--- src/rtl/maple_tx.sv ---
// -----------------------------------------------------------------------------
// maple_tx
// Maple bus frame transmitter. Each frame is sent as a sequence of whole bus
// phases, each PHASE_CLKS clk cycles long: a lead phase, the start pattern,
// two phases per payload bit, and the end pattern. Payload bytes arrive
// through a one-byte holding register using a valid/ready handshake.
//
// Optional feature: define MAPLE_TX_CRC_EN to append an XOR checksum byte
// after the payload.
//
// Parameters:
//   PHASE_CLKS  clk cycles per bus phase (2..255)
// Ports:
//   clk       system clock; all state changes on its rising edge
//   rst       synchronous, active-high reset
//   start     single-cycle request to begin a frame (ignored unless idle)
//   tx_data   payload byte, sent MSB first
//   tx_last   marks tx_data as the final payload byte
//   tx_valid  tx_data/tx_last are valid
//   tx_ready  block accepts a byte this cycle
//   out_p1    registered drive level for pin 1
//   out_p5    registered drive level for pin 5
//   oe        output enable for the selected Maple port
//   busy      frame in progress
//   done      one-cycle pulse when a frame completes
//   underrun  qualifies done: the payload ran dry before tx_last was sent
// -----------------------------------------------------------------------------
module maple_tx #(
    parameter int PHASE_CLKS = 8
) (
    input  logic       clk,
    input  logic       rst,
    input  logic       start,
    input  logic [7:0] tx_data,
    input  logic       tx_last,
    input  logic       tx_valid,
    output logic       tx_ready,
    output logic       out_p1,
    output logic       out_p5,
    output logic       oe,
    output logic       busy,
    output logic       done,
    output logic       underrun
);

    localparam logic [7:0] PH_RELOAD = 8'(PHASE_CLKS - 1);

    typedef enum logic [2:0] {
        ST_IDLE,
        ST_LEAD,
        ST_START,
        ST_DATA,
`ifdef MAPLE_TX_CRC_EN
        ST_CRC,
`endif
        ST_END
    } state_t;

    state_t     state;
    logic [7:0] phase_cnt;
    logic [3:0] step;
    logic [7:0] shift;
    logic       byte_last;
    logic [7:0] hold_data;
    logic       hold_full;
    logic       hold_last;
    logic       last_acc;
    logic       under_flag;
`ifdef MAPLE_TX_CRC_EN
    logic [7:0] csum;
`endif

    // Index of the final phase within each multi-phase state.
    function automatic logic [3:0] final_step(input state_t st);
        case (st)
            ST_START: final_step = 4'd9;
            ST_DATA:  final_step = 4'd15;
`ifdef MAPLE_TX_CRC_EN
            ST_CRC:   final_step = 4'd15;
`endif
            ST_END:   final_step = 4'd5;
            default:  final_step = 4'd0;
        endcase
    endfunction

    // Pin levels {p1, p5} for a given state and phase step. In a bit slot,
    // step[3:1] is the bit (MSB first), step[0] selects the S0/S1 half, and
    // step[1] is the global bit parity: every byte holds eight bits, so a
    // byte always starts on an even global index.
    function automatic logic [1:0] drive(input state_t st, input logic [3:0] stp,
                                         input logic [7:0] byt);
        logic b;
        logic clk_lv;
        b      = byt[3'd7 - stp[3:1]];
        clk_lv = ~stp[0];
        case (st)
            ST_START: begin
                if (stp == 4'd0)
                    drive = 2'b01;
                else if (stp == 4'd9)
                    drive = 2'b11;
                else
                    drive = {1'b0, ~stp[0]};
            end
            ST_DATA:  drive = stp[1] ? {b, clk_lv} : {clk_lv, b};
`ifdef MAPLE_TX_CRC_EN
            ST_CRC:   drive = stp[1] ? {b, clk_lv} : {clk_lv, b};
`endif
            ST_END:   drive = (stp == 4'd5) ? 2'b11 : {~stp[0], 1'b0};
            default:  drive = 2'b11;
        endcase
    endfunction

    // The holding register only accepts while a frame runs and before the
    // tx_last byte has been taken; reset masks it immediately.
    assign tx_ready = busy & ~hold_full & ~last_acc & ~rst;

    // Frame sequencer. Pin levels are registered alongside the state so that
    // each phase's levels appear on the same edge the phase begins.
    always_ff @(posedge clk) begin
        if (rst) begin
            state      <= ST_IDLE;
            phase_cnt  <= '0;
            step       <= '0;
            shift      <= '0;
            byte_last  <= 1'b0;
            hold_data  <= '0;
            hold_full  <= 1'b0;
            hold_last  <= 1'b0;
            last_acc   <= 1'b0;
            under_flag <= 1'b0;
            out_p1     <= 1'b1;
            out_p5     <= 1'b1;
            oe         <= 1'b0;
            busy       <= 1'b0;
            done       <= 1'b0;
            underrun   <= 1'b0;
`ifdef MAPLE_TX_CRC_EN
            csum       <= '0;
`endif
        end else begin
            done     <= 1'b0;
            underrun <= 1'b0;

            if (tx_valid && tx_ready) begin
                hold_data <= tx_data;
                hold_full <= 1'b1;
                hold_last <= tx_last;
                if (tx_last)
                    last_acc <= 1'b1;
`ifdef MAPLE_TX_CRC_EN
                csum <= csum ^ tx_data;
`endif
            end

            if (state == ST_IDLE) begin
                if (start) begin
                    state      <= ST_LEAD;
                    busy       <= 1'b1;
                    oe         <= 1'b1;
                    phase_cnt  <= PH_RELOAD;
                    step       <= '0;
                    byte_last  <= 1'b0;
                    hold_full  <= 1'b0;
                    last_acc   <= 1'b0;
                    under_flag <= 1'b0;
                    out_p1     <= 1'b1;
                    out_p5     <= 1'b1;
`ifdef MAPLE_TX_CRC_EN
                    csum       <= '0;
`endif
                end
            end else if (phase_cnt != 8'd0) begin
                phase_cnt <= phase_cnt - 8'd1;
            end else begin
                phase_cnt <= PH_RELOAD;
                if (step != final_step(state)) begin
                    step <= step + 4'd1;
                    {out_p1, out_p5} <= drive(state, step + 4'd1, shift);
                end else begin
                    step <= '0;
                    case (state)
                        ST_LEAD: begin
                            state <= ST_START;
                            {out_p1, out_p5} <= drive(ST_START, 4'd0, shift);
                        end
                        // Byte boundary: either the payload is finished, the
                        // next byte is waiting, or the frame has underrun.
                        ST_START, ST_DATA: begin
                            if (state == ST_DATA && byte_last) begin
`ifdef MAPLE_TX_CRC_EN
                                state <= ST_CRC;
                                shift <= csum;
                                {out_p1, out_p5} <= drive(ST_CRC, 4'd0, csum);
`else
                                state <= ST_END;
                                {out_p1, out_p5} <= drive(ST_END, 4'd0, shift);
`endif
                            end else if (hold_full) begin
                                state     <= ST_DATA;
                                shift     <= hold_data;
                                byte_last <= hold_last;
                                hold_full <= 1'b0;
                                {out_p1, out_p5} <= drive(ST_DATA, 4'd0, hold_data);
                            end else begin
                                state      <= ST_END;
                                under_flag <= 1'b1;
                                {out_p1, out_p5} <= drive(ST_END, 4'd0, shift);
                            end
                        end
`ifdef MAPLE_TX_CRC_EN
                        ST_CRC: begin
                            state <= ST_END;
                            {out_p1, out_p5} <= drive(ST_END, 4'd0, shift);
                        end
`endif
                        ST_END: begin
                            state    <= ST_IDLE;
                            busy     <= 1'b0;
                            oe       <= 1'b0;
                            done     <= 1'b1;
                            underrun <= under_flag;
                            out_p1   <= 1'b1;
                            out_p5   <= 1'b1;
                        end
                        default: state <= ST_IDLE;
                    endcase
                end
            end
        end
    end

endmodule
--- config.mk ---
export PLATFORM = sky130hd
export DESIGN_NAME = maple_tx
export DESIGN_NICKNAME = d
export VERILOG_FILES = /design/src/rtl/maple_tx.sv
export SDC_FILE = /design/constraint.sdc
export NUM_CORES = 1
export LEC_CHECK = 0
export BUFFER_PORTS_ARGS = -buffer_cell sky130_fd_sc_hd__buf_2
export CORE_MARGIN = 4
export CORE_UTILIZATION = 25
export CTS_BUF_LIST = sky130_fd_sc_hd__clkbuf_2 sky130_fd_sc_hd__clkbuf_4 sky130_fd_sc_hd__clkbuf_8
export DETAILED_ROUTE_END_ITERATION = 10
export HOLD_SLACK_MARGIN = 0.08
export PLACE_DENSITY = 0.41
export SLEW_MARGIN = 20
export SYNTH_ARGS = -nofsm -noshare
export SYNTH_HDL_FRONTEND = slang
export SYNTH_SLANG_ARGS = --single-unit
--- constraint.sdc ---
create_clock -name clk -period 2.91 [get_ports clk]
set_input_delay 0.582 -clock clk [delete_from_list [all_inputs] [get_ports clk]]
set_output_delay 0.582 -clock clk [all_outputs]
set_load 0.005 [all_outputs]
# Word level (Yosys, flattened, before mapping)
# Index checks and enable logic that the tools add are counted.
# classes
add_sub_neg	3
order_cmp	1
eq_ne	12
n_mux	66
bitwise	12
reduce_logical	23
# op_table
cell	count
2-to-1 mux 1 bit	40
2-to-1 mux 4 bit	7
2-to-1 mux 8 bit	3
2-to-1 mux 3 bit	6
AND reduction 6 bit	3
case mux 4 bit (3 select lines)	1
inverter 1 bit	9
AND reduction 3 bit	3
2-to-1 mux 2 bit	4
inequality test 2 bit, second input constant	4
nonzero test 4 bit	2
nonzero test 8 bit	1
subtractor 8 x 1 -> 8 bit, second input constant	1
equality test 3 x 2 -> 1 bit, second input constant	2
case mux 2 bit (3 select lines)	1
case mux 3 bit (2 select lines)	1
nonzero test 2 bit	3
OR reduction 5 bit	1
adder 4 x 1 -> 4 bit, second input constant	1
equality test 4 x 3 -> 1 bit, second input constant	1
equality test 4 bit, second input constant	1
logical NOT 4 bit	1
< comparator 3 x 4 -> 1 bit, second input constant	1
inequality test 4 bit	1
other kinds (14)	19
# totals
regBits	41
input_bits	13
out_inout_bits	7
word_cells	132

# Longest topological paths before layout
# logic_depth
depth_word	12
ltp_mapped	8
ltp_nobuf	7

# Worst setup path before layout
# No wires, ideal clock.
# synth_path
path_kind	register to register
startpoint	register phase_cnt[3]
endpoint	register out_p5
setup_ps	124
arrival_time_ps	2058
required_ps	2786
path_slack_ps	728
stages_incl_launch_ff	7
path_buffers	0
path_cell_list	dfxtp_1 -> or4_4 -> nor4b_4 -> mux2i_2 -> a31oi_4 -> nor2b_1 -> a2111o_1
# synth_between
elab_chain_cells	3
# synth_lines
element	line_no	rtl
from (decl)	60	logic [7:0] phase_cnt;
from (signal assigned)	174	phase_cnt <= phase_cnt - 8'd1;
nonzero test 8 bit	173	end else if (phase_cnt != 8'd0) begin
inequality test 2 bit (no source line)	-	
AND reduction 3 bit (no source line)	-	
to (signal assigned)	179	{out_p1, out_p5} <= drive(state, step + 4'd1, shift);
to (signal assigned)	185	{out_p1, out_p5} <= drive(ST_START, 4'd0, shift);
to (signal assigned)	197	{out_p1, out_p5} <= drive(ST_END, 4'd0, shift);
to (decl)	39	output logic out_p5,
# Every way passes these cells.
# A chain may end at the register's enable or synchronous reset.

# Final worst setup path
# layout_path
startpoint	register state[1]
endpoint	register step[3]
# layout_between
elab_chain_cells	9
# layout_lines
element	line_no	rtl
from (decl)	59	state_t state;
from (signal assigned)	122	state <= ST_IDLE;
from (signal assigned)	158	state <= ST_LEAD;
from (signal assigned)	184	state <= ST_START;
equality test 3 bit or equality test 3 x 2 -> 1 bit (tied branches)	75	case (st)
case mux 4 bit (3 select lines)	75	
2-to-1 mux 4 bit	173	
2-to-1 mux 4 bit	156	if (state == ST_IDLE) begin
2-to-1 mux 4 bit	121	if (rst) begin
inequality test 4 bit	177	if (step != final_step(state)) begin
2-to-1 mux 4 bit	177	
2-to-1 mux 4 bit	173	
2-to-1 mux 4 bit	156	
to (signal assigned)	178	step <= step + 4'd1;
to (decl)	61	logic [3:0] step;
# Parallel ways exist; a longest one is shown, timed or not. The select of a mux whose other input is x is not followed.

==> results by stage <==
Floorplan:
- The total area inside the core boundary comes to ~0.0083 sq mm.
- The count of boundary I/O pins is 20.
- The die area is about 0.01 sq mm.
- The overall die width is 101 microns.
- The height of the chip is approximately 100 microns.
- For this configuration, the core starts out at a cell density of roughly a quarter.
- The floorplan has 33 rows.

Clock network:
- Hold repair after CTS inserted 0 buffers.
- Clock-pin slew was measured on the worst setup and hold paths at 0.09 ns.
- Clock tree synthesis inserted a total of 5 buffers.
- The tree built by TritonCTS fans out to 41 sinks.
- No sink is reached through more buffers than the 2 on the longest clock path.
- The number of setup buffers added after CTS is 0.
- The TritonCTS clock tree is done.
- The clock tree root driver cell is sky130_fd_sc_hd__clkbuf_8.
- After clock tree synthesis, the repair step resized 0 gates.
- The number of levels in the clock H-tree is 2.
- The worst-skew pair later-pin latency is 0.30 ns.

Synth:
- After synthesis, flip-flops and latches occupy a little under two fifths of the total area.
- In the synthesized netlist, the number of instances is ~260.
- The main combinational cell family by area after synthesis is simple AND/OR/NAND/NOR gates.
- The number of nets in the synthesized netlist is around 270.
- Synthesis inferred 41 register bits.
- The mux contribution to synthesized area is 7.32%.
- Summing the areas of all xor and xnor instances in the mapped netlist gives under 10% of the synthesized area.
- The primary flip-flop cell chosen by synthesis mapping is sky130_fd_sc_hd__dfxtp_1.
- Yosys mapped a number of flops with a built-in enable equal to 0.
- The adder-cell share of the synthesized area is under 10%.
- In this run the mean area of a mapped cell was 8.38 sq um.
- The async set or reset register ratio after synthesis is 0%.
- The count of unique library cells instantiated by Yosys is 50.
- The mapped netlist covers ~0.0022 sq mm.
- The fraction of the mapped netlist area in compound gates is between 10% and 20%.
- The Yosys step of the flow raised 0 warnings.
- The simple-gate area share of the yosys netlist is between 20% and 30%.

Timing:
- On the final layout, the worst clock skew is between 0.01 and 0.015 ns.
- The achievable clock frequency is roughly 400 MHz.
- The max-slew violation count is 0.
- Setup repair after global routing left no endpoint under its margin.
- The final total negative setup slack is 0 ns.
- After layout, the minimum clock period comes to ~2.5 ns.
- The total count of hold-check failures in the final report is 0.
- The final hold slack is 0.458 ns.
- At the pin with the least slew margin, the transition time is around 0.64 ns.
- After layout, the worst path uses ~86% of the clock period.
- Setup violations remaining at the end of the flow were counted as 0.
- The worst pin sits at a relative slew slack of about 56%.

Global route:
- The number of global-route vias before repair is approximately 1,800.
- The number of antenna violations at the first check in global routing was 0.
- The largest net degree at the start of global routing is 22.
- The first global-routing pass estimated 9160 microns of wire.
- The total overflow left after global routing is 0.
- Global routing used between 10% and 20% of the available tracks.

Critical path:
- The endpoint identified for the worst register-to-register timing path is step[3]$_SDFFE_PP0P_.
- Of all nets on the critical path, the largest fanout is 15.
- The worst path arrival time is 2.69 ns.
- The startpoint identified for the worst register-to-register timing path is state[1]$_SDFFE_PP0P_.
- The flop-to-flop setup slack is approximately 0.40 ns.
- The worst setup path is captured at a register.
- Measured in cells, the most critical reg-to-reg path has a length of 6.
- The start-to-end type of the worst setup path is reg -> reg.
- The startpoint class of the critical path is a register.
- For the worst setup path, the data required time is 3.09 ns.

Final layout:
- From synthesis to final layout, the design area changed by 18.0%.
- The number of fill cells is roughly 900.
- The net count of the finished layout is roughly 300.
- The most common cell after layout, fill and taps aside is sky130_fd_sc_hd__dfxtp_1.
- The count of antenna diodes in the layout is 0.
- The library cells used most frequently in the layout, excluding fill and tap cells, are sky130_fd_sc_hd__dfxtp_1, sky130_fd_sc_hd__nor2_1, sky130_fd_sc_hd__nand2_1.
- The core occupancy in the finished layout is 30.6%.
- The post-route netlist has between 15 and 20% of its cells at a drive strength greater than 1.

Min path:
- The path with the worst hold slack has its endpoint at hold_data[4]$_SDFFE_PP0P_.
- The beginning of the worst hold path is hold_data[4]$_SDFFE_PP0P_.
- The worst min-delay path class is reg -> reg.
- The cell depth of the worst min-delay path is 2.

Pwr:
- The share of power burned in the clock network is 24.6%.
- For this design the static power due to leakage is a little under 1 nW.
- The switching power is 0.858 mW.
- Power comes to around 2.2 mW.
- Net switching is a little under two fifths of the power.
- The total power density per cell area is slightly below 900 mW/mm^2.
- The share of total power dissipated in sequential elements is 32.7%.
- The internal portion of total power is approximately 1.4 mW.
- Across the VDD grid, the largest voltage drop is around 0.24 mV.
- The fraction of power consumed by combinational cells is a little over two fifths.

Detailed routing:
- After detailed routing, the average wire length per cell comes to around 14 microns.
- The wire length on met1 is between 2000 and 3000 microns.
- Before antenna repair, the detailed router went through 5 iterations.
- The first routing iteration left ~130 violations.
- After detailed routing, the met3 layer carries around 230 microns of wire.
- For this run, design rule violations remaining after detail routing come to 0.
- The detailed router used layers up to and including met4.
- The post-detailed-routing wire length is 5390 microns.
- The mean number of vias per cell is around 4.9.
- The count of nets left with antenna violations once routing finished came out at 0.
- The wire length on met2 is 2320 microns.
- The routed via count is 1,897.

Placed design:
- The half-perimeter wire length after detailed placement is a little under 4000 microns.
- The final weighted congestion in routability-driven placement is between 0.8 and 0.9.
- The count of buffers added on input and output ports is 19.

Outcome:
- The flow ran to the end, and the final reports show no timing, DRC or antenna violations.

Job:
- The reported max-cap violation count is 0.
-- power groups by stage --
stage	logic, mW	clock network, mW	registers (mW)
after floorplan	0.700	0	0.731
after global placement	0.964	0	0.751
after detailed placement	0.952	0	0.751
after CTS	0.960	0.572	0.737
after global routing	1.07	0.597	0.752
final	0.958	0.554	0.736
-- through the flow --
stage / setup WS (ns) / area, sq um / std cells
after floorplan: 0.728 / 2150 / 257
after global placement: 0.477 / 2410 / 377
after detailed placement: 0.460 / 2410 / 377
after CTS: 0.454 / 2540 / 385
after global routing: 0.188 / 2540 / 385
final: 0.398 / 2540 / 385
-- worst max-delay path, stage by stage (launching register included) --
cell                       delay (ns)
sky130_fd_sc_hd__dfxtp_1         0.60
sky130_fd_sc_hd__nor4bb_1        0.39
sky130_fd_sc_hd__o21ai_0         0.21
sky130_fd_sc_hd__a32oi_2         0.39
sky130_fd_sc_hd__nand2_1         0.26
sky130_fd_sc_hd__o21ai_0         0.45
sky130_fd_sc_hd__nor2_1          0.10
-- kinds of logic after synthesis --
group / Yosys count
buf+inv: 21
fa+ha+maj: 4
compound gates: 55
simple gates: 115
flops: 41
xor+xnor: 7
mux: 14
-- how the worst max path moves through the flow --
stage	startpoint	to	cells after the start
6_report	state[1]$_SDFFE_PP0P_	step[3]$_SDFFE_PP0P_	6
4_1_cts	state[1]$_SDFFE_PP0P_	step[3]$_SDFFE_PP0P_	7
3_5_place_dp	state[1]$_SDFFE_PP0P_	step[0]$_SDFFE_PP0P_	7
5_1_grt	state[1]$_SDFFE_PP0P_	step[0]$_SDFFE_PP0P_	6
3_3_place_gp	state[1]$_SDFFE_PP0P_	step[1]$_SDFFE_PP0P_	7
2_1_floorplan	phase_cnt[3]$_SDFFE_PP0P_	out_p5$_SDFFE_PP1P_	6
-- flip-flops by register name, summed over array words and instances, names as in the netlist --
name and cells:
underrun 1, out_p1 1, busy 1, out_p5 1, done 1, phase_cnt 8
last_acc 1, step 4, state 3, byte_last 1, hold_full 1, hold_data 8
hold_last 1, under_flag 1, shift 8
-- final cells by class --
cell class                 instances  area, sq um  area share (%)
clock buffer                       5         68.8            2.71
multi-input combinational        195         1250            49.4
timing repair buffer              30          178            7.00
sequential                        41          821            32.3
clock inverter                     3         65.1            2.56
inverter                           6         22.5           0.887
tap                              105          131            5.17
-- cell usage after synthesis, types with 2 or more instances --
| cell | count | area [sq um] |
|---|---|---|
| sky130_fd_sc_hd__dfxtp_1 | 41 | 821 |
| sky130_fd_sc_hd__nor2b_1 | 6 | 37.5 |
| sky130_fd_sc_hd__and3_1 | 2 | 12.5 |
| sky130_fd_sc_hd__a32oi_1 | 4 | 35.0 |
| sky130_fd_sc_hd__a21oi_1 | 18 | 90.1 |
| sky130_fd_sc_hd__inv_1 | 6 | 22.5 |
| sky130_fd_sc_hd__nand3_1 | 15 | 75.1 |
| sky130_fd_sc_hd__o21ai_0 | 11 | 55.1 |
| sky130_fd_sc_hd__or3_1 | 6 | 37.5 |
| sky130_fd_sc_hd__nor4bb_1 | 2 | 20.0 |
| sky130_fd_sc_hd__a31oi_1 | 4 | 25.0 |
| sky130_fd_sc_hd__ha_1 | 4 | 50.1 |
| sky130_fd_sc_hd__clkbuf_1 | 12 | 45.0 |
| sky130_fd_sc_hd__nand2_1 | 22 | 82.6 |
| sky130_fd_sc_hd__nor3b_1 | 4 | 30.0 |
| sky130_fd_sc_hd__nand3b_1 | 2 | 15.0 |
| sky130_fd_sc_hd__nand2b_1 | 6 | 37.5 |
| sky130_fd_sc_hd__nor4_1 | 4 | 25.0 |
| sky130_fd_sc_hd__xnor2_1 | 5 | 43.8 |
| sky130_fd_sc_hd__xor2_1 | 2 | 17.5 |
| sky130_fd_sc_hd__nor2_1 | 31 | 116 |
| sky130_fd_sc_hd__buf_2 | 2 | 10.0 |
| sky130_fd_sc_hd__nor3_1 | 7 | 35.0 |
| sky130_fd_sc_hd__a211oi_1 | 5 | 37.5 |
| sky130_fd_sc_hd__mux2i_1 | 11 | 110 |
-- layer usage --
layer,vias up,GRT usage [%]
met5,-,0
met4,0,4.35
met3,6,1.94
met2,40,16.7
met1,884,16.2
li1,967,-
Note: power is estimated with default switching activity, not from simulation.
